File: config.mk
export PLATFORM = sky130hd
export DESIGN_NAME = fifo_flags
export DESIGN_NICKNAME = d
export VERILOG_FILES = /design/src/rtl/fifo_flags.sv
export SDC_FILE = /design/constraint.sdc
export NUM_CORES = 2
export LEC_CHECK = 0
export ABC_CLOCK_PERIOD_IN_PS = 7600
export BUFFER_PORTS_ARGS = -buffer_cell sky130_fd_sc_hd__clkbuf_2
export CORE_ASPECT_RATIO = 1.4
export CORE_MARGIN = 4
export CORE_UTILIZATION = 25
export CTS_CLUSTER_SIZE = 10
export DETAILED_ROUTE_END_ITERATION = 16
export PLACE_DENSITY_LB_ADDON = 0.3
export RECOVER_POWER = 100
export SLEW_MARGIN = 5
export SYNTH_ARGS = -nofsm -noshare
export SYNTH_HDL_FRONTEND = slang
export SYNTH_SLANG_ARGS = --single-unit
File: constraint.sdc
create_clock -name clk -period 7.6 [get_ports clk]
set_clock_uncertainty 0.1 [all_clocks]
set_input_delay 1.52 -clock clk [delete_from_list [all_inputs] [get_ports clk]]
set_output_delay 1.52 -clock clk [all_outputs]
set_load 0.01 [all_outputs]
File: src/rtl/fifo_flags.sv
// Parametrised synchronous first-word-fall-through FIFO with threshold flags,
// synchronous flush, sticky overflow/underflow errors and a high-water mark.
module fifo_flags #(
    parameter int WIDTH         = 8,
    parameter int NUM           = 256,
    parameter int AFULL_MARGIN  = 4,
    parameter int AEMPTY_MARGIN = 4,
    localparam int AW           = $clog2(NUM),
    localparam int CW           = AW + 1
) (
    input  logic             clk,
    input  logic             reset,
    input  logic [WIDTH-1:0] write_data,
    input  logic             write_strobe,
    output logic             space_available,
    output logic [WIDTH-1:0] read_data,
    input  logic             read_strobe,
    output logic             data_available,
    input  logic             flush,
    input  logic             clear_errors,
    output logic             almost_full,
    output logic             almost_empty,
    output logic             overflow,
    output logic             underflow,
    output logic [CW-1:0]    high_water,
    output logic [AW-1:0]    write_ptr,
    output logic [AW-1:0]    read_ptr,
    output logic [CW-1:0]    count
);

    localparam logic [CW-1:0] FULL_CNT  = CW'(NUM);
    localparam logic [CW-1:0] AFULL_TH  = CW'(NUM - AFULL_MARGIN);
    localparam logic [CW-1:0] AEMPTY_TH = CW'(AEMPTY_MARGIN);

    logic [WIDTH-1:0] mem [NUM];

    logic          wr_ok;
    logic          rd_ok;
    logic          ov_event;
    logic          uf_event;
    logic [CW-1:0] count_next;

    // Status flags come from registered occupancy only, so they move in step with count.
    assign space_available = (count < FULL_CNT);
    assign data_available  = (count != '0);
    assign almost_full     = (count >= AFULL_TH);
    assign almost_empty    = (count <= AEMPTY_TH);

    assign read_data = mem[read_ptr];

    always_comb begin
        wr_ok      = 1'b0;
        rd_ok      = 1'b0;
        ov_event   = 1'b0;
        uf_event   = 1'b0;
        count_next = '0;
        // Flush discards same-cycle strobes entirely, including their error side effects.
        if (!flush) begin
            wr_ok      = write_strobe & space_available;
            rd_ok      = read_strobe & data_available;
            ov_event   = write_strobe & ~space_available;
            uf_event   = read_strobe & ~data_available;
            count_next = count + CW'(wr_ok) - CW'(rd_ok);
        end
    end

    always_ff @(posedge clk) begin
        if (reset) begin
            write_ptr  <= '0;
            read_ptr   <= '0;
            count      <= '0;
            overflow   <= 1'b0;
            underflow  <= 1'b0;
            high_water <= '0;
        end else begin
            count <= count_next;
            if (flush) begin
                write_ptr <= '0;
                read_ptr  <= '0;
            end else begin
                if (wr_ok)
                    write_ptr <= write_ptr + AW'(1);
                if (rd_ok)
                    read_ptr <= read_ptr + AW'(1);
            end

            // A new error event in the same cycle as clear_errors leaves the flag set.
            overflow  <= ov_event | (overflow & ~clear_errors);
            underflow <= uf_event | (underflow & ~clear_errors);

            if (clear_errors)
                high_water <= count;
            else if (count_next > high_water)
                high_water <= count_next;
        end
    end

    // Storage carries no reset; only pointers and count define which entries are live.
    always_ff @(posedge clk) begin
        if (!reset && wr_ok)
            mem[write_ptr] <= write_data;
    end

endmodule
Word-level counts from Yosys, hierarchy flattened

Memory sizes are Yosys's and may differ from the RTL's. A register that Yosys moved wholly into a read port is not among the register bits.
Cells that the tools add are included.

Bits in registers: 36
Memory bits (writable): 2048
Input port bits: 14
Output and inout bits: 48
Logic and storage cells: 42
Memories kept: 1

Memory list:

| memory | words | bits a word | rd ports | clocked after Yosys merged registers in | write ports | RTL line | source |
|---|---|---|---|---|---|---|---|
| mem    | 256   | 8           | 1        | 1                                       | 1           | 35       | `logic [WIDTH-1:0] mem [NUM];` |

$add $sub $neg: 4
$lt $le $gt $ge: 4
Muxes and demuxes: 11
Bitwise logic cells: 11
Reductions and logical operators: 5

Operator list:

| cell                | count |
|---|---|
| $mux 9              | 3 |
| $add 8x1->8 const B | 2 |
| $mux 8              | 2 |
| $add 9x1->9         | 1 |
| $ge 9x8->1 const B  | 1 |
| $gt 9x9->1          | 1 |
| $le 9x3->1 const B  | 1 |
| $lt 9x9->1 const B  | 1 |
| $reduce_bool 9->1   | 1 |
| $sub 9x1->9         | 1 |
| $and 1x1->1         | 6 |
| $mux 1              | 6 |
| $not 1->1           | 3 |
| $or 1x1->1          | 2 |
| $reduce_bool 2->1   | 1 |
| $reduce_or 2->1     | 1 |
| $logic_and 1x1->1   | 1 |
| $logic_not 1->1     | 1 |

Longest topological paths before layout

Depth in word-level cells: 8
Mapped depth: 21
Depth with buffers taken out: 20

Worst setup path before layout

No wires, ideal clock.

Path kind: input to register
Start point: in write_strobe
End point: reg high_water[7]
Library setup time: 0.095 ns
Arrival: 5.284 ns
Required time: 7.405 ns
Setup slack: 2.120 ns
Stages on the path: 20
Path buffers: 2
Cell sequence: nor2b_1 inv_1 clkbuf_1 ha_1 inv_1 ha_1 fa_1 a21oi_1 o211ai_1 a21oi_1 xnor2_1 nor2_1 ha_1 and3_1 a221o_1 a31oi_1 o21ai_0 buf_2 o21a_1 a221oi_1

Word-level cells in the longest chain between the ends: 6
Elaborated cells between the ends (all ways): 8
Classes of those cells: add/sub: 2; order compare: 1; mux: 3; bitwise: 1; reduce/logical: 1

RTL lines:

| item                               | RTL line | source |
|---|---|---|
| start: declaration                 | 14       | `input logic write_strobe,` |
| $and 1x1->1                        | 59       | `wr_ok = write_strobe & space_available;` |
| $add 9x1->9                        | 63       | `count_next = count + CW'(wr_ok) - CW'(rd_ok);` |
| $sub 9x1->9                        | 63       |  |
| $mux 9                             | 58       | `if (!flush) begin` |
| via count_next[6]                  | 41       | `logic [CW-1:0] count_next;` |
| $gt 9x9->1                         | 93       | `else if (count_next > high_water)` |
| $reduce_bool 2->1 (no source line) | -        |  |
| end signal: assignment             | 92       | `high_water <= count;` |
| end signal: assignment             | 94       | `high_water <= count_next;` |
| end: declaration                   | 25       | `output logic [CW-1:0] high_water,` |

The timed path passes the listed nets, and every way through them passes these cells. The select of a mux whose other input is x is not followed.
A chain may end at the register's enable or synchronous reset.

==> reports/qor.csv <==
metric;value;unit
global route total overflow;0;
# nets final;4168;
P_sw;5.36;mW
cell-internal power;19.0;mW
grt met1 use;15.3;%
post-route cell area;92900;µm²
crit path kind;register to output port;
final hold vios;0;
CP Capture Type;output port;
Tightest Pin Transition;6.45;ns
Initial Utilization;25.1;%
CTS Buffer Depth;4;
part of the Yosys area used for sequential elements;76.4;%
Crit path arrival time;5.54;ns
first-pass GRT wire length;319;mm
vias in the first global route;41400;
Max-slew headroom;-330;%
Synth Instances;3941;
Synthesized Nets;3992;
WL/cell;26.7;µm
CTS Buf Count;237;
Primary FF master, synth;edfxtp_1;
#FFs+latches synth;2092;
synth unique cells;59;
Mapped Area;81600;µm²
post-synthesis async set-or-reset flop share;0;%
placed cell area;87000;µm²
H-tree depth;4;
Yosys warnings;0;
Routed WL;225;mm
# clock sinks;2092;
vias;39200;
RSZ-0062 raised after global routing;no;
Hold Path Class;register to register;
area of the multi-input gates;17800;µm²
Detailed Place HPWL;142;mm
DRC;0;
status;finished, violations left;
core area;326000;µm²
initial antenna violation count;7;
synthesized area per cell;20.7;µm²
leakage;27.1;nW
total setup buffers inserted after CTS;0;
setup TNS;0;ns
cell count of the worst reg-to-reg path;19;
storage element area;62400;µm²
chip height;684;µm
DR iter-0 viols;3947;
clk root buf;clkbuf_16;
period utilisation layout;94.2;%
DR vias/cell;4.66;
row count;248;
largest net degree at the start of global routing;178;
ANT nets after route;0;
All-Layer GR Usage;13.0;%
Min-Delay Path Depth;2;
Clock Power Share;40.2;%
Buffers on Ports;61;
final slew viol count;1396;
share of cells above drive strength 1;20.1;%
routing usage on met2;23.4;%
# hold bufs at CTS;0;
number of flops mapped to enable cells by yosys;2048;
# resized after CTS;0;
Data required, critical path;5.98;ns
Area Overhead vs Synth;13.8;%
fmax;0.140;GHz
Die X;491;µm
met3 global-route usage;2.18;%
drt first pass iters;8;
Max-Cap Viols;19;
failing checks;capacitance limit, slew limit;
Switching Fraction;22.0;%
final setup vio count;0;
busiest layer in global routing;met2;
P per Cell Area;263;nW/µm²
clock insertion delay at the later pin of the skew report;0.88;ns
crit-path max FO;19;
CTS tree;done;
VDD IR-drop max;0.000269;V
Clk pin slew, worst setup/hold paths;0.06;ns
# IOs;62;
Startpoint Class;register;
Sequential Power Share;52.4;%
Fillers;31800;
min Tclk post-route;7.16;ns
GP Congestion;0.862;
part of the power in combinational logic;7.4;%
die area;336000;µm²
==> power by group through the flow <==
stage	registers [mW]	clock network [mW]	logic, mW
4_1_cts	12.8	10.1	1.87
5_1_grt	12.8	10.5	1.97
6_report	12.8	9.82	1.80
3_5_place_dp	13.0	0	1.86
3_3_place_gp	13.0	0	1.86
2_1_floorplan	13.0	0	1.24
==> cells by family (layout without fill, tap and decap cells) <==
group                    count (synthesis)  count (layout)  synth area share (%)
multiplexers                           606             606                  14.8
flip-flops                            2092            2092                  76.4
other                                    0               6                     0
adder cells (fa/ha/maj)                 37              37                 0.576
AND/OR/NAND/NOR                        600             600                  3.31
AO/OA/AOI/OAI                          333             333                  2.82
XOR/XNOR                                19              19                 0.204
buffers and inverters                  254             469                  1.90
==> metrics by stage <==
step / worst slack (ns) / util [%] / cells / power (mW) / hold WS [ns]
2_1_floorplan: 2.12 / - / 3941 / 14.2 / 0.427
3_3_place_gp: 1.30 / 26.7 / 8128 / 14.9 / 0.375
3_5_place_dp: 1.35 / 26.7 / 8128 / 14.9 / 0.391
4_1_cts: 0.341 / 28.6 / 8406 / 24.7 / 0.408
5_1_grt: 0.253 / 28.5 / 8407 / 25.3 / 0.438
6_report: 0.440 / 28.5 / 8412 / 24.4 / 0.405
==> routing by layer <==
metal  routed length, µm  up-vias
li1                    -    16500
met1               85200    21100
met2              118000     1156
met4               10300        0
met3               11500      383
met5                   0        -
==> synth_stat cells (all sizes together), types with 26 or more instances <==
cell type / n / area share (%)
edfxtp: 2048 / 75
mux4: 478 / 13
nor2: 306 / 1.4
buf: 133 / 1.3
mux2i: 126 / 1.5
nand2: 99 / 0.46
clkbuf: 92 / 0.42
a22oi: 89 / 0.82
o22ai: 81 / 0.62
a211oi: 44 / 0.40
dfxtp: 44 / 1.1
a21oi: 41 / 0.25
nor3: 37 / 0.23
ha: 36 / 0.55
inv: 28 / 0.13
nand3: 27 / 0.17
nand2b: 26 / 0.20
==> worst max-delay path: stages (launching register included) <==
cell and delay [ns]:
dfxtp_1 0.92, or4b_1 0.87, o22ai_1 0.22, or2_2 0.39, nor3_1 0.69, and3_1 0.28
o22ai_1 0.18, nor3_1 0.88, clkbuf_1 0.23
==> cells in the final DEF, fill, tap and decap left out, types with 44 or more instances in the layout <==
cell type / count
a211oi_1: 44
buf_4: 55
clkbuf_1: 108
mux4_2: 478
nand2_1: 93
nor2_1: 303
a22oi_1: 89
edfxtp_1: 2048
mux2i_1: 126
o22ai_1: 81
clkbuf_16: 239
==> final cells by class <==
| cell class | count | area share [%] |
|---|---|---|
| antenna | 6 | 0.0162 |
| timing repair buffer | 162 | 1.19 |
| clock inverter | 8 | 0.102 |
| inverter | 29 | 0.120 |
| sequential | 2092 | 67.2 |
| clock buffer | 270 | 6.57 |
| multi-input combinational | 1595 | 19.1 |
| tap | 4250 | 5.72 |
==> worst paths after layout <==
check,from,to,slack [ns]
setup / recovery,register,read_data[3],0.44
hold / removal,underflow$_SDFF_PP0_,underflow$_SDFF_PP0_,0.40
hold reg to reg,underflow$_SDFF_PP0_,underflow$_SDFF_PP0_,0.40
setup reg to reg,count[1]$_SDFF_PP0_,high_water[0]$_SDFFE_PP0P_,2.06
==> state kept, by name (all words and copies together), names as in the netlist, named ones only <==
signal,count
underflow,1
count,9
high_water,9
overflow,1
write_ptr,8
read_ptr,8
mem,2048
Power figures use the tool's default switching activity.
